**config.mk**
```make
export PLATFORM = sky130hd
export DESIGN_NAME = mem_arbiter
export DESIGN_NICKNAME = d
export VERILOG_FILES = /design/src/rtl/mem_arb_pkg.sv /design/src/rtl/mem_arb_picker.sv /design/src/rtl/mem_arbiter.sv
export SDC_FILE = /design/constraint.sdc
export NUM_CORES = 1
export LEC_CHECK = 0
export CORE_UTILIZATION = 42
export DETAILED_ROUTE_END_ITERATION = 8
export PLACE_DENSITY = 0.83
export SLEW_MARGIN = 20
export SYNTH_ARGS = -nofsm -noshare
export SYNTH_HDL_FRONTEND = slang
export SYNTH_SLANG_ARGS = --single-unit
```
**constraint.sdc**
```tcl
create_clock -name clk -period 5.4 [get_ports clk]
set_input_delay 0.81 -clock clk [delete_from_list [all_inputs] [get_ports clk]]
set_output_delay 0.81 -clock clk [all_outputs]
set_load 0.05 [all_outputs]
```
**src/rtl/mem_arb_pkg.sv**
```systemverilog
// Shared types and constants for the IFU/LSU memory arbiter.
package mem_arb_pkg;

    // Arbiter transaction phases
    typedef enum logic [1:0] {
        IDLE  = 2'd0,
        ISSUE = 2'd1,
        WAIT  = 2'd2,
        RESP  = 2'd3
    } arb_state_e;

    // Master identifiers
    typedef enum logic {
        MST_IFU = 1'b0,
        MST_LSU = 1'b1
    } mst_id_e;

    localparam int unsigned DEFAULT_TIMEOUT = 255;
    localparam int unsigned WMASK_W         = 8;

    // Timeout counter width; a disabled timeout still needs a 1-bit counter
    function automatic int unsigned cnt_width(input int unsigned timeout);
        return (timeout == 0) ? 1 : $clog2(timeout + 1);
    endfunction

endpackage

```
**src/rtl/mem_arb_picker.sv**
```systemverilog
// Winner selection between IFU and LSU requests.
// Build macro MEM_ARB_RR_EN: round-robin tie-break with a last-grant pointer;
// otherwise fixed priority with LSU winning ties and no state.
module mem_arb_picker
    import mem_arb_pkg::*;
(
`ifdef MEM_ARB_RR_EN
    input  logic    clk,
    input  logic    rst,
    input  logic    grant_i,
`endif
    input  logic    ifu_valid_i,
    input  logic    lsu_valid_i,
    output mst_id_e winner_c
);

`ifdef MEM_ARB_RR_EN
    mst_id_e last_q;

    // Tie goes to the master not granted last; a lone requester always wins
    always_comb begin
        winner_c = MST_IFU;
        if (ifu_valid_i && lsu_valid_i) begin
            winner_c = (last_q == MST_IFU) ? MST_LSU : MST_IFU;
        end else if (lsu_valid_i) begin
            winner_c = MST_LSU;
        end
    end

    // Last-grant pointer, updated on every accepted request
    always_ff @(posedge clk or negedge rst) begin
        if (!rst) begin
            last_q <= MST_IFU;
        end else if (grant_i) begin
            last_q <= winner_c;
        end
    end
`else
    // Fixed priority: LSU wins whenever it requests
    always_comb begin
        winner_c = MST_IFU;
        if (lsu_valid_i) begin
            winner_c = MST_LSU;
        end
    end
`endif

endmodule

```
**src/rtl/mem_arbiter.sv**
```systemverilog
// Two-master (IFU/LSU) single-port memory arbiter: one outstanding transaction,
// latched request, buffered response, response timeout turning a hung memory
// into an error response.
// Build macro MEM_ARB_RR_EN: round-robin tie-break (default: LSU priority).
module mem_arbiter
    import mem_arb_pkg::*;
#(
    parameter int unsigned ADDR_WIDTH = 32,
    parameter int unsigned DATA_WIDTH = 32,
    parameter int unsigned TIMEOUT    = DEFAULT_TIMEOUT
) (
    input  logic                  clk,
    input  logic                  rst,
    // IFU port
    input  logic                  ifu_req_valid,
    output logic                  ifu_req_ready,
    input  logic [ADDR_WIDTH-1:0] ifu_addr,
    output logic                  ifu_rsp_valid,
    input  logic                  ifu_rsp_ready,
    output logic [DATA_WIDTH-1:0] ifu_rdata,
    output logic                  ifu_rsp_err,
    // LSU port
    input  logic                  lsu_req_valid,
    output logic                  lsu_req_ready,
    input  logic [ADDR_WIDTH-1:0] lsu_addr,
    input  logic                  lsu_wen,
    input  logic [DATA_WIDTH-1:0] lsu_wdata,
    input  logic [WMASK_W-1:0]    lsu_wmask,
    output logic                  lsu_rsp_valid,
    input  logic                  lsu_rsp_ready,
    output logic [DATA_WIDTH-1:0] lsu_rdata,
    output logic                  lsu_rsp_err,
    // Memory port
    output logic                  mem_req_valid,
    input  logic                  mem_req_ready,
    output logic [ADDR_WIDTH-1:0] mem_addr,
    output logic [DATA_WIDTH-1:0] mem_wdata,
    output logic                  mem_wen,
    output logic [WMASK_W-1:0]    mem_wmask,
    input  logic                  mem_rsp_valid,
    output logic                  mem_rsp_ready,
    input  logic [DATA_WIDTH-1:0] mem_rdata,
    // Status
    output logic                  busy,
    output logic                  owner_lsu
);

    localparam int unsigned       CNT_W     = cnt_width(TIMEOUT);
    localparam logic [CNT_W-1:0]  CNT_MAX   = {CNT_W{1'b1}};
    localparam logic [CNT_W-1:0]  CNT_LIMIT = CNT_W'(TIMEOUT);

    arb_state_e            state_q, state_d;
    mst_id_e               owner_q, owner_d;
    logic [ADDR_WIDTH-1:0] addr_q,  addr_d;
    logic [DATA_WIDTH-1:0] wdata_q, wdata_d;
    logic                  wen_q,   wen_d;
    logic [WMASK_W-1:0]    wmask_q, wmask_d;
    logic [DATA_WIDTH-1:0] rdata_q, rdata_d;
    logic                  err_q,   err_d;
    logic [CNT_W-1:0]      cnt_q,   cnt_d;

    mst_id_e               winner;
    logic                  req_grant;
    logic                  owner_rsp_ready;

    assign req_grant       = (state_q == IDLE) && (ifu_req_valid || lsu_req_valid);
    assign owner_rsp_ready = (owner_q == MST_LSU) ? lsu_rsp_ready : ifu_rsp_ready;

    mem_arb_picker u_picker (
`ifdef MEM_ARB_RR_EN
        .clk         (clk),
        .rst         (rst),
        .grant_i     (req_grant),
`endif
        .ifu_valid_i (ifu_req_valid),
        .lsu_valid_i (lsu_req_valid),
        .winner_c    (winner)
    );

    // State and buffer registers; reset abandons any transaction in flight
    always_ff @(posedge clk or negedge rst) begin
        if (!rst) begin
            state_q <= IDLE;
            owner_q <= MST_IFU;
            addr_q  <= '0;
            wdata_q <= '0;
            wen_q   <= 1'b0;
            wmask_q <= '0;
            rdata_q <= '0;
            err_q   <= 1'b0;
            cnt_q   <= '0;
        end else begin
            state_q <= state_d;
            owner_q <= owner_d;
            addr_q  <= addr_d;
            wdata_q <= wdata_d;
            wen_q   <= wen_d;
            wmask_q <= wmask_d;
            rdata_q <= rdata_d;
            err_q   <= err_d;
            cnt_q   <= cnt_d;
        end
    end

    // Next-state: request latch, memory handshake, response capture / timeout
    always_comb begin
        state_d = state_q;
        owner_d = owner_q;
        addr_d  = addr_q;
        wdata_d = wdata_q;
        wen_d   = wen_q;
        wmask_d = wmask_q;
        rdata_d = rdata_q;
        err_d   = err_q;
        cnt_d   = cnt_q;

        unique case (state_q)
            IDLE: begin
                if (req_grant) begin
                    owner_d = winner;
                    state_d = ISSUE;
                    if (winner == MST_LSU) begin
                        addr_d  = lsu_addr;
                        wen_d   = lsu_wen;
                        wdata_d = lsu_wdata;
                        wmask_d = lsu_wmask;
                    end else begin
                        // Fetches are always reads
                        addr_d  = ifu_addr;
                        wen_d   = 1'b0;
                        wdata_d = '0;
                        wmask_d = '0;
                    end
                end
            end
            ISSUE: begin
                if (mem_req_ready) begin
                    cnt_d   = '0;
                    state_d = WAIT;
                end
            end
            WAIT: begin
                if (mem_rsp_valid) begin
                    rdata_d = mem_rdata;
                    err_d   = 1'b0;
                    state_d = RESP;
                end else if ((TIMEOUT != 0) && (cnt_q == CNT_LIMIT)) begin
                    rdata_d = '0;
                    err_d   = 1'b1;
                    state_d = RESP;
                end else if (cnt_q != CNT_MAX) begin
                    cnt_d = cnt_q + CNT_W'(1);
                end
            end
            RESP: begin
                if (owner_rsp_ready) begin
                    state_d = IDLE;
                end
            end
            default: begin
                state_d = IDLE;
            end
        endcase
    end

    // Request side: only the current winner sees ready, and only while idle
    assign ifu_req_ready = rst && (state_q == IDLE) && (winner == MST_IFU);
    assign lsu_req_ready = rst && (state_q == IDLE) && (winner == MST_LSU);

    // Memory side: responses outside WAIT are taken and dropped
    assign mem_req_valid = (state_q == ISSUE);
    assign mem_addr      = addr_q;
    assign mem_wdata     = wdata_q;
    assign mem_wen       = wen_q;
    assign mem_wmask     = wmask_q;
    assign mem_rsp_ready = rst;

    // Response side: buffered data routed to the owning master only
    assign ifu_rsp_valid = (state_q == RESP) && (owner_q == MST_IFU);
    assign lsu_rsp_valid = (state_q == RESP) && (owner_q == MST_LSU);
    assign ifu_rdata     = rdata_q;
    assign lsu_rdata     = rdata_q;
    assign ifu_rsp_err   = err_q && (owner_q == MST_IFU);
    assign lsu_rsp_err   = err_q && (owner_q == MST_LSU);

    assign busy      = (state_q != IDLE);
    assign owner_lsu = (owner_q == MST_LSU);

endmodule

```
=== Yosys cells after proc, flatten, opt, wreduce, memory -nomap -nowiden ===
Cells that the tools add are included.
W data, S select, Z words.

* Flip-flop bits (word level): 117
* Input port bits: 145

* Add/subtract/negate cells: 1
* Equality and inequality tests: 12
* Muxes and demuxes: 21
* Bitwise logic cells: 2
* Reduce and logical (&&, ||, !) cells: 17

{| class="wikitable"
|+ Operator list
! cell !! count
|-
| $mux W32 || 4
|-
| $mux W8 || 5
|-
| $pmux W8 S2 || 1
|-
| $mux W2 || 5
|-
| $ne A2 B2 Y1 const B || 5
|-
| $add A8 B1 Y8 const B || 1
|-
| $eq A8 B8 Y1 const B || 1
|-
| $logic_and A1 B1 Y1 || 8
|-
| $ne A8 B8 Y1 const B || 1
|-
| $pmux W2 S4 || 1
|-
| $reduce_bool A2 Y1 || 3
|-
| $mux W1 || 5
|-
| $reduce_and A5 Y1 || 1
|-
| $eq A2 B2 Y1 const B || 2
|-
| $reduce_and A2 Y1 || 2
|-
| $reduce_and A4 Y1 || 1
|-
| $ne A3 B3 Y1 const B || 1
|-
| $eq A2 B1 Y1 const B || 1
|-
| $logic_not A2 Y1 || 1
|-
| $ne A2 B1 Y1 const B || 1
|-
| $not A1 Y1 || 2
|-
| $logic_or A1 B1 Y1 || 1
|}

=== Logic depth before layout (Yosys ltp) ===
Gate-level depths: netlist of run 1.

* Depth in word-level cells: 5
* Mapped depth: 8

=== By module ===
Synthesis of run 1 repeated with hierarchy kept, for this count alone.

* Cells, all modules: 510
* Area total of the unflattened synthesis: 5,267.6 um2

{| class="wikitable"
|+ Modules (own cells, without submodules)
! module !! instances !! cells each !! area each (um2) !! sequential area each (um2)
|-
| mem_arbiter || 1 || 509 || 5,260.0 || 2,927.8
|-
| mem_arb_picker || 1 || 1 || 7.5 || 0.0
|}

=== Worst setup path after synthesis of run 1 ===
OpenSTA, ideal clock, no wires.

* Path type: input port to output port
* Start point: in lsu_req_valid
* End point: out ifu_req_ready
* Arrival time: 2,003 ps
* Setup slack: 2,587 ps
* Stages on the path: 4
* Path buffers: 3
* Cell sequence: clkbuf_1 -> buf_2 -> clkbuf_1 -> nor2_1

* Cells in the longest elaborated chain, start to end: 3

{| class="wikitable"
|+ Ends and longest elaborated chain
! element !! RTL line !! text
|-
| from (decl) || mem_arbiter.sv:23 || <nowiki>input logic lsu_req_valid,</nowiki>
|-
| $mux W1 || mem_arb_picker.sv:42 || <nowiki>if (lsu_valid_i) begin</nowiki>
|-
| $not A1 Y1 || mem_arbiter.sv:167 || <nowiki>assign ifu_req_ready = rst && (state_q == IDLE) && (winner == MST_IFU);</nowiki>
|-
| $logic_and A1 B1 Y1 || mem_arbiter.sv:167 ||
|-
| to (decl) || mem_arbiter.sv:16 || <nowiki>output logic ifu_req_ready,</nowiki>
|}

No other way between the ends.

=== Worst setup path after layout of run 1 ===
* Start point: reg state_q[0]
* End point: out ifu_req_ready

* Cells in the longest elaborated chain, start to end: 3

{| class="wikitable"
|+ Ends and longest elaborated chain
! element !! RTL line !! text
|-
| from (decl) || mem_arbiter.sv:52 || <nowiki>arb_state_e state_q, state_d;</nowiki>
|-
| from (signal assigned) || mem_arbiter.sv:93 || <nowiki>state_q <= state_d;</nowiki>
|-
| $logic_not A2 Y1 || mem_arbiter.sv:167 ||
|-
| $logic_and A1 B1 Y1 (2 in series) || mem_arbiter.sv:167 ||
|}

No other way between the ends.

==> metrics.txt, run 1 <==
slowest stage delay, CP between 0.8 and 0.9 ns; hold_buf cts 0; detailed-route DRC error count 0; HP Start mem_wmask[7]; sequential share of power 0.243; die area roughly 0.013 sq mm; commonest non-fill, non-tap cells in the layout clkdlybuf4s50_1, nand2_1, dfrtp_1, nand3_1, mux2i_1; final setup violation count 0; First-pass DRT Iterations 4; critical path launch point state_q[0]; most common cell after layout, fill and taps aside clkdlybuf4s50_1; Internal Power around 3200 uW; Cell Pwr Density between 700 and 800 mW/mm^2; first-pass GRT wire length about 23 mm; port bufs 291; Mapped Nets 659; critical path endpoint category primary output; clock power share 0.190; worst path cell trace inv_1, ha_2, buf_4, nand2_1, nor2_1, clkdlybuf4s50_1; Mapped Area 0.00518 sq mm; Ys Warns 0; Overflow after GRT 0; Gate power share 0.567; Worst setup SP type flop; fill cell count roughly 900; vias post-DR 4662; final hold vios 0; core footprint 0.0120 sq mm; crit path DAT ~2.8 ns; worst skew pair latency 0.40 ns; Yosys cell types 33; TritonCTS buffer count 17; final instance area about 0.0086 sq mm; reg2reg start state_q[0]; HP Class flop to flop; starting density of the core 0.431; Max Cap Viol 0; EDFF count, synth 0; setup skew after layout about 0.0053 ns; Starting DRT DRC Count between 200 and 300; routed len/inst 15.9 um; Sink Count between 100 and 150; setup TNS after final layout 0 ns; Avg Inst Size Synth 10.2 sq um; Tmin final between 3 and 4 ns; Final HPWL DP between 10 and 15 mm; sequential area share after synthesis 0.565; Synth Flop Type dfrtp_1; Leak ~0.0039 uW; Switch Pwr 3070 uW; num rows 40; FFs w/ async S/R, synth 1.00; root buf cell clkbuf_16; CTS Buffer Depth 2; vias in the first global route between 4000 and 5000; CTS tree yes; # resized after CTS 0; Slew Limit Fails 0; Synth Register Bits 117; critical path's slowest cell clkdlybuf4s50_1; share of layout cells above drive strength 1 0.0636; Ant. Diodes 0; Critical Path RT ~4.6 ns; final wirelength between 10 and 15 mm; status completed; postcts setup bufs 0; die height 113 um; Tot GR Track Use 0.237; largest net degree at the start of global routing 72; fmax roughly 280 MHz; synthesis-to-finish area growth 65.5%; unrepaired setup endpoints after global routing false; io pins about 300; CP Class flop to primary output; Relative slew margins 0.287; gpl congestion 0.796; Reg clk slew, reported paths 0.05 ns; Vias/cell just over 5; ANT nets after route 0; worst-margin pin slew between 1 and 1.5 ns; initial antenna violation count 0; peak supply drop between 0.3 and 0.4 mV; Final period util 0.664; Synth Instances 509; Die Width 113 um; Max Fanout on Critical Path 26; Layout Nets slightly above 900; H-Tree Depth 4; switching share of power 0.487; Area after DPL approximately 0.008 sq mm
## kinds of logic after synthesis
logic type	after synthesis	synth area share
adders and majority gates	5	0.0121
DFF	117	0.565
buffers and inverters	71	0.0792
muxes	36	0.0700
AOI/OAI and AO/OA	76	0.104
and+or+nand+nor	204	0.170
## worst paths after layout
kind	cells past startpoint	slack (ns)	end
setup / recovery	6	1.82	ifu_req_ready
hold / removal	2	0.46	mem_wmask[7]
setup reg to reg	6	3.04	cnt_q[4]
hold reg to reg	2	0.46	mem_wmask[7]
max in group asynchronous	2	3.71	mem_wdata[6]
min in group asynchronous	1	0.53	ifu_rdata[14]
## power by group through the flow
stage | clock, uW | sequential, uW | combinational, uW
6_report | 1200 | 1530 | 3580
5_1_grt | 1260 | 1590 | 3760
4_1_cts | 1220 | 1530 | 3600
3_5_place_dp | 0 | 1540 | 3590
3_3_place_gp | 0 | 1520 | 3540
2_1_floorplan | 0 | 2720 | 1270
## registers in the layout, indices dropped and copies added (netlist names)
name / flops
mem_wmask: 8
mem_wen: 1
err_q: 1
mem_wdata: 32
ifu_rdata: 32
mem_addr: 32
state_q: 2
owner_lsu: 1
cnt_q: 8
## layout make-up
cell class,instances,area [sq um],share of cell area
multi-input cells,321,1860,0.217
clock buffers,20,467,0.0544
repair buffers,296,2940,0.343
well taps,147,184,0.0215
flip-flops and latches,117,2930,0.342
clock inverters,12,176,0.0206
inverters,4,15.0,0.00175
## worst max-delay path, delay by kind of cell, from the launching register on
| kind | cells | cell delay [ns] |
|---|---|---|
| buffers and inverters | 3 | 1.30 |
| adders and majority gates | 1 | 0.48 |
| DFF | 1 | 0.40 |
| and+or+nand+nor | 2 | 0.19 |
## metrics by stage
stage | total power [uW] | cells | setup WS [ns] | hold slack (ns) | util
after detailed placement | 5130 | 885 | 1.92 | 0.455 | 0.660
after CTS | 6360 | 917 | 1.79 | 0.467 | 0.713
after global routing | 6600 | 917 | 1.64 | 0.494 | 0.714
after global placement | 5070 | 885 | 1.93 | 0.449 | 0.660
final | 6300 | 917 | 1.82 | 0.463 | 0.714
after floorplan | 3990 | 509 | 2.59 | 0.472 | -
## routing by layer
metal	wire [um]	GRT usage
met1	5510	0.261
met2	7630	0.425
met3	1140	0.0702
met4	304	0.0982
met5	0	0
## Yosys cell counts (3+ instances only)
| master | n | share of area |
|---|---|---|
| a22o_1 | 33 | 0.056 |
| and2_1 | 3 | 0.0036 |
| buf_2 | 13 | 0.013 |
| buf_4 | 34 | 0.049 |
| clkbuf_1 | 19 | 0.014 |
| dfrtp_1 | 117 | 0.57 |
| ha_1 | 5 | 0.012 |
| inv_1 | 4 | 0.0029 |
| mux2i_1 | 34 | 0.066 |
| nand2_1 | 131 | 0.095 |
| nand3_1 | 46 | 0.044 |
| nand4_1 | 3 | 0.0036 |
| nor2_1 | 6 | 0.0043 |
| o211ai_1 | 3 | 0.0043 |
| o21ai_0 | 33 | 0.032 |
| or4_1 | 3 | 0.0043 |
(Power assumes the default switching activity.)
==> run 2, diff against run 1 <==
--- a/config.mk
+++ b/config.mk
@@ -5,9 +5,9 @@
 export SDC_FILE = /design/constraint.sdc
 export NUM_CORES = 1
 export LEC_CHECK = 0
-export CORE_UTILIZATION = 42
+export CORE_UTILIZATION = 35
 export DETAILED_ROUTE_END_ITERATION = 8
-export PLACE_DENSITY = 0.83
+export PLACE_DENSITY = 0.73
 export SLEW_MARGIN = 20
 export SYNTH_ARGS = -nofsm -noshare
 export SYNTH_HDL_FRONTEND = slang
==> constraint.sdc (replaced) <==
create_clock -name clk -period 3.1 [get_ports clk]
set_input_delay 0.465 -clock clk [delete_from_list [all_inputs] [get_ports clk]]
set_output_delay 0.465 -clock clk [all_outputs]
set_load 0.05 [all_outputs]
==> run 2 against run 1 <==
Effect of this change: global-route usage is 3.5 points lower; clock skew increased by 0.0036 ns; sequential share of layout area is 0.13 points lower; via count is 0.66% higher; count of clock-buffer cells in the layout increased by 1; register-to-register slack lost 2.2 ns; wire length increased by 4.2%; sequential power up 74%; setup slack worse by 1.3 ns; cell count is 4.1% higher; worst hold slack lost 0.20 ns; critical endpoint unchanged.
==> metrics.txt, run 2 (synthesis gave the netlist of run 1 again) <==
die area 0.0153 sq mm (was 0.0128 sq mm); Internal Power 5590 uW (was 3230 uW); First-pass DRT Iterations 4 (unchanged); status completed (unchanged); Cells after DPL 924 (was 885); die height 124 um (was 113 um); Final HPWL DP 11.2 mm (was 10.9 mm); peak supply drop 0.547 mV (was 0.354 mV); worst skew pair latency 0.40 ns (about the same); final setup violation count 0 (unchanged); CTS Buffer Depth 2 (unchanged); worst-margin pin slew 0.932 ns (was 1.07 ns); hold_buf cts 0 (unchanged); Max Fanout on Critical Path 3 (was 26); fin cells 955 (was 917); root buf cell clkbuf_16 (unchanged); share of layout cells above drive strength 1 0.0597 (was 0.0636); setup TNS after final layout 0 ns (unchanged); CP Class flop to primary output (unchanged); crit path DAT 2.09 ns (was 2.77 ns); fill cell count 1226 (was 892); slowest stage delay, CP 0.85 ns (was 0.82 ns); Ant. Diodes 0 (unchanged); Switch Pwr 5340 uW (was 3070 uW); detailed-route DRC error count 0 (unchanged); H-Tree Depth 4 (unchanged); vias in the first global route 4680 (was 4729); starting density of the core 0.358 (was 0.431); Final period util 0.825; Vias/cell 4.91 (was 5.08); final wirelength 15.2 mm (was 14.6 mm); Die Width 124 um (was 113 um); worst hold slack 0.262 ns (was 0.463 ns); clock power share 0.184 (was 0.190); final hold vios 0 (unchanged); Reg area 0.00293 sq mm (unchanged); Reg clk slew, reported paths 0.05 ns (about the same); Relative slew margins 0.379 (was 0.287); largest net degree at the start of global routing 85 (was 72); Overflow after GRT 0 (unchanged); unrepaired setup endpoints after global routing false (unchanged); Sink Count 117 (unchanged); fmax between 300 and 400 MHz; core footprint 0.0145 sq mm (was 0.0120 sq mm); routed len/inst 15.9 um (about the same); synthesis-to-finish area growth 66.1% (was 65.5%); worst path cell trace inv_1, ha_2, nand2_1, nor2_1, clkdlybuf4s50_1 (was inv_1, ha_2, buf_4, nand2_1, nor2_1, clkdlybuf4s50_1); most common cell after layout, fill and taps aside clkdlybuf4s50_1 (unchanged); Tot GR Track Use 0.201 (was 0.237); ANT nets after route 0 (unchanged); CP bufs+invs 2 (was 3); Max Cap Viol 0 (unchanged); initial antenna violation count 0 (unchanged); Cell Pwr Density 1270 mW/mm^2 (was 735 mW/mm^2); Tmin final approximately 2.6 ns; vias post-DR 4693 (was 4662); TritonCTS buffer count 17 (unchanged); Leak 0.00387 uW (was 0.00386 uW); gpl congestion 0.817 (was 0.796); # resized after CTS 0 (unchanged); num rows 44 (was 40); commonest non-fill, non-tap cells in the layout clkdlybuf4s50_1, nand2_1, dfrtp_1, nand3_1, mux2i_1 (unchanged); CTS tree yes (unchanged); port bufs 291 (unchanged); Gate power share 0.572 (was 0.567); Layout Nets 909 (was 907); critical path endpoint category primary output (unchanged); postcts setup bufs 0 (unchanged); Starting DRT DRC Count 148 (was 271); setup skew after layout 0.00895 ns (was 0.00533 ns); switching share of power 0.489 (was 0.487); first-pass GRT wire length 23.3 mm (was 23.5 mm); HP Class primary input to asynchronous set/reset pin (was flop to flop); Slew Limit Fails 0 (unchanged); Top delay family on crit path buffers and inverters (unchanged); critical path's slowest cell clkdlybuf4s50_1 (unchanged); Critical Path RT 2.63 ns (was 4.59 ns); Worst setup SP type flop (unchanged); io pins 292 (unchanged); multi-input logic area 0.00186 sq mm (about the same); sequential share of power 0.243 (about the same)
-- run 2: through the flow --
stage,area [sq um],utilization,setup WS (ns),total power (uW)
global route,8610,0.594,0.386,11500
global placement,8000,0.553,0.942,8850
CTS,8610,0.594,0.499,11000
floorplan,5180,-,0.844,6950
finish,8610,0.594,0.541,10900
detailed placement,8000,0.553,0.874,8980
-- run 2: path summary, 6_finish.rpt --
kind,start,endpoint,slack [ns],cells after the start
min in group clk,lsu_req_valid,owner_lsu,0.34,3
worst min-delay path,rst,mem_addr[25],0.26,2
worst max register to register,state_q[0],cnt_q[6],0.84,6
worst max-delay path,state_q[0],ifu_req_ready,0.54,5
worst min register to register,mem_wdata[21],mem_wdata[21],0.47,2
max in group asynchronous,rst,cnt_q[7],2.28,2
-- run 2: area by class of cell --
type	instances	area share
multi-input cells	321	0.216
clock buffers	21	0.0523
clock inverters	10	0.0180
inverters	4	0.00174
repair buffers	298	0.345
well taps	184	0.0268
flip-flops and latches	117	0.340
-- run 2: layer usage --
metal | vias to the layer above | routed length (um) | track usage
met5 | - | 0 | 0
met4 | 0 | 405 | 0.0934
met3 | 33 | 1390 | 0.0737
met2 | 231 | 7630 | 0.357
met1 | 2225 | 5770 | 0.211
li1 | 2204 | - | -
-- run 2: power by group through the flow --
stage | registers, uW | clock network (uW) | logic (uW)
3_3_place_gp | 2630 | 0 | 6220
4_1_cts | 2660 | 2060 | 6310
5_1_grt | 2750 | 2140 | 6630
3_5_place_dp | 2680 | 0 | 6300
2_1_floorplan | 4740 | 0 | 2210
6_report | 2660 | 2020 | 6250
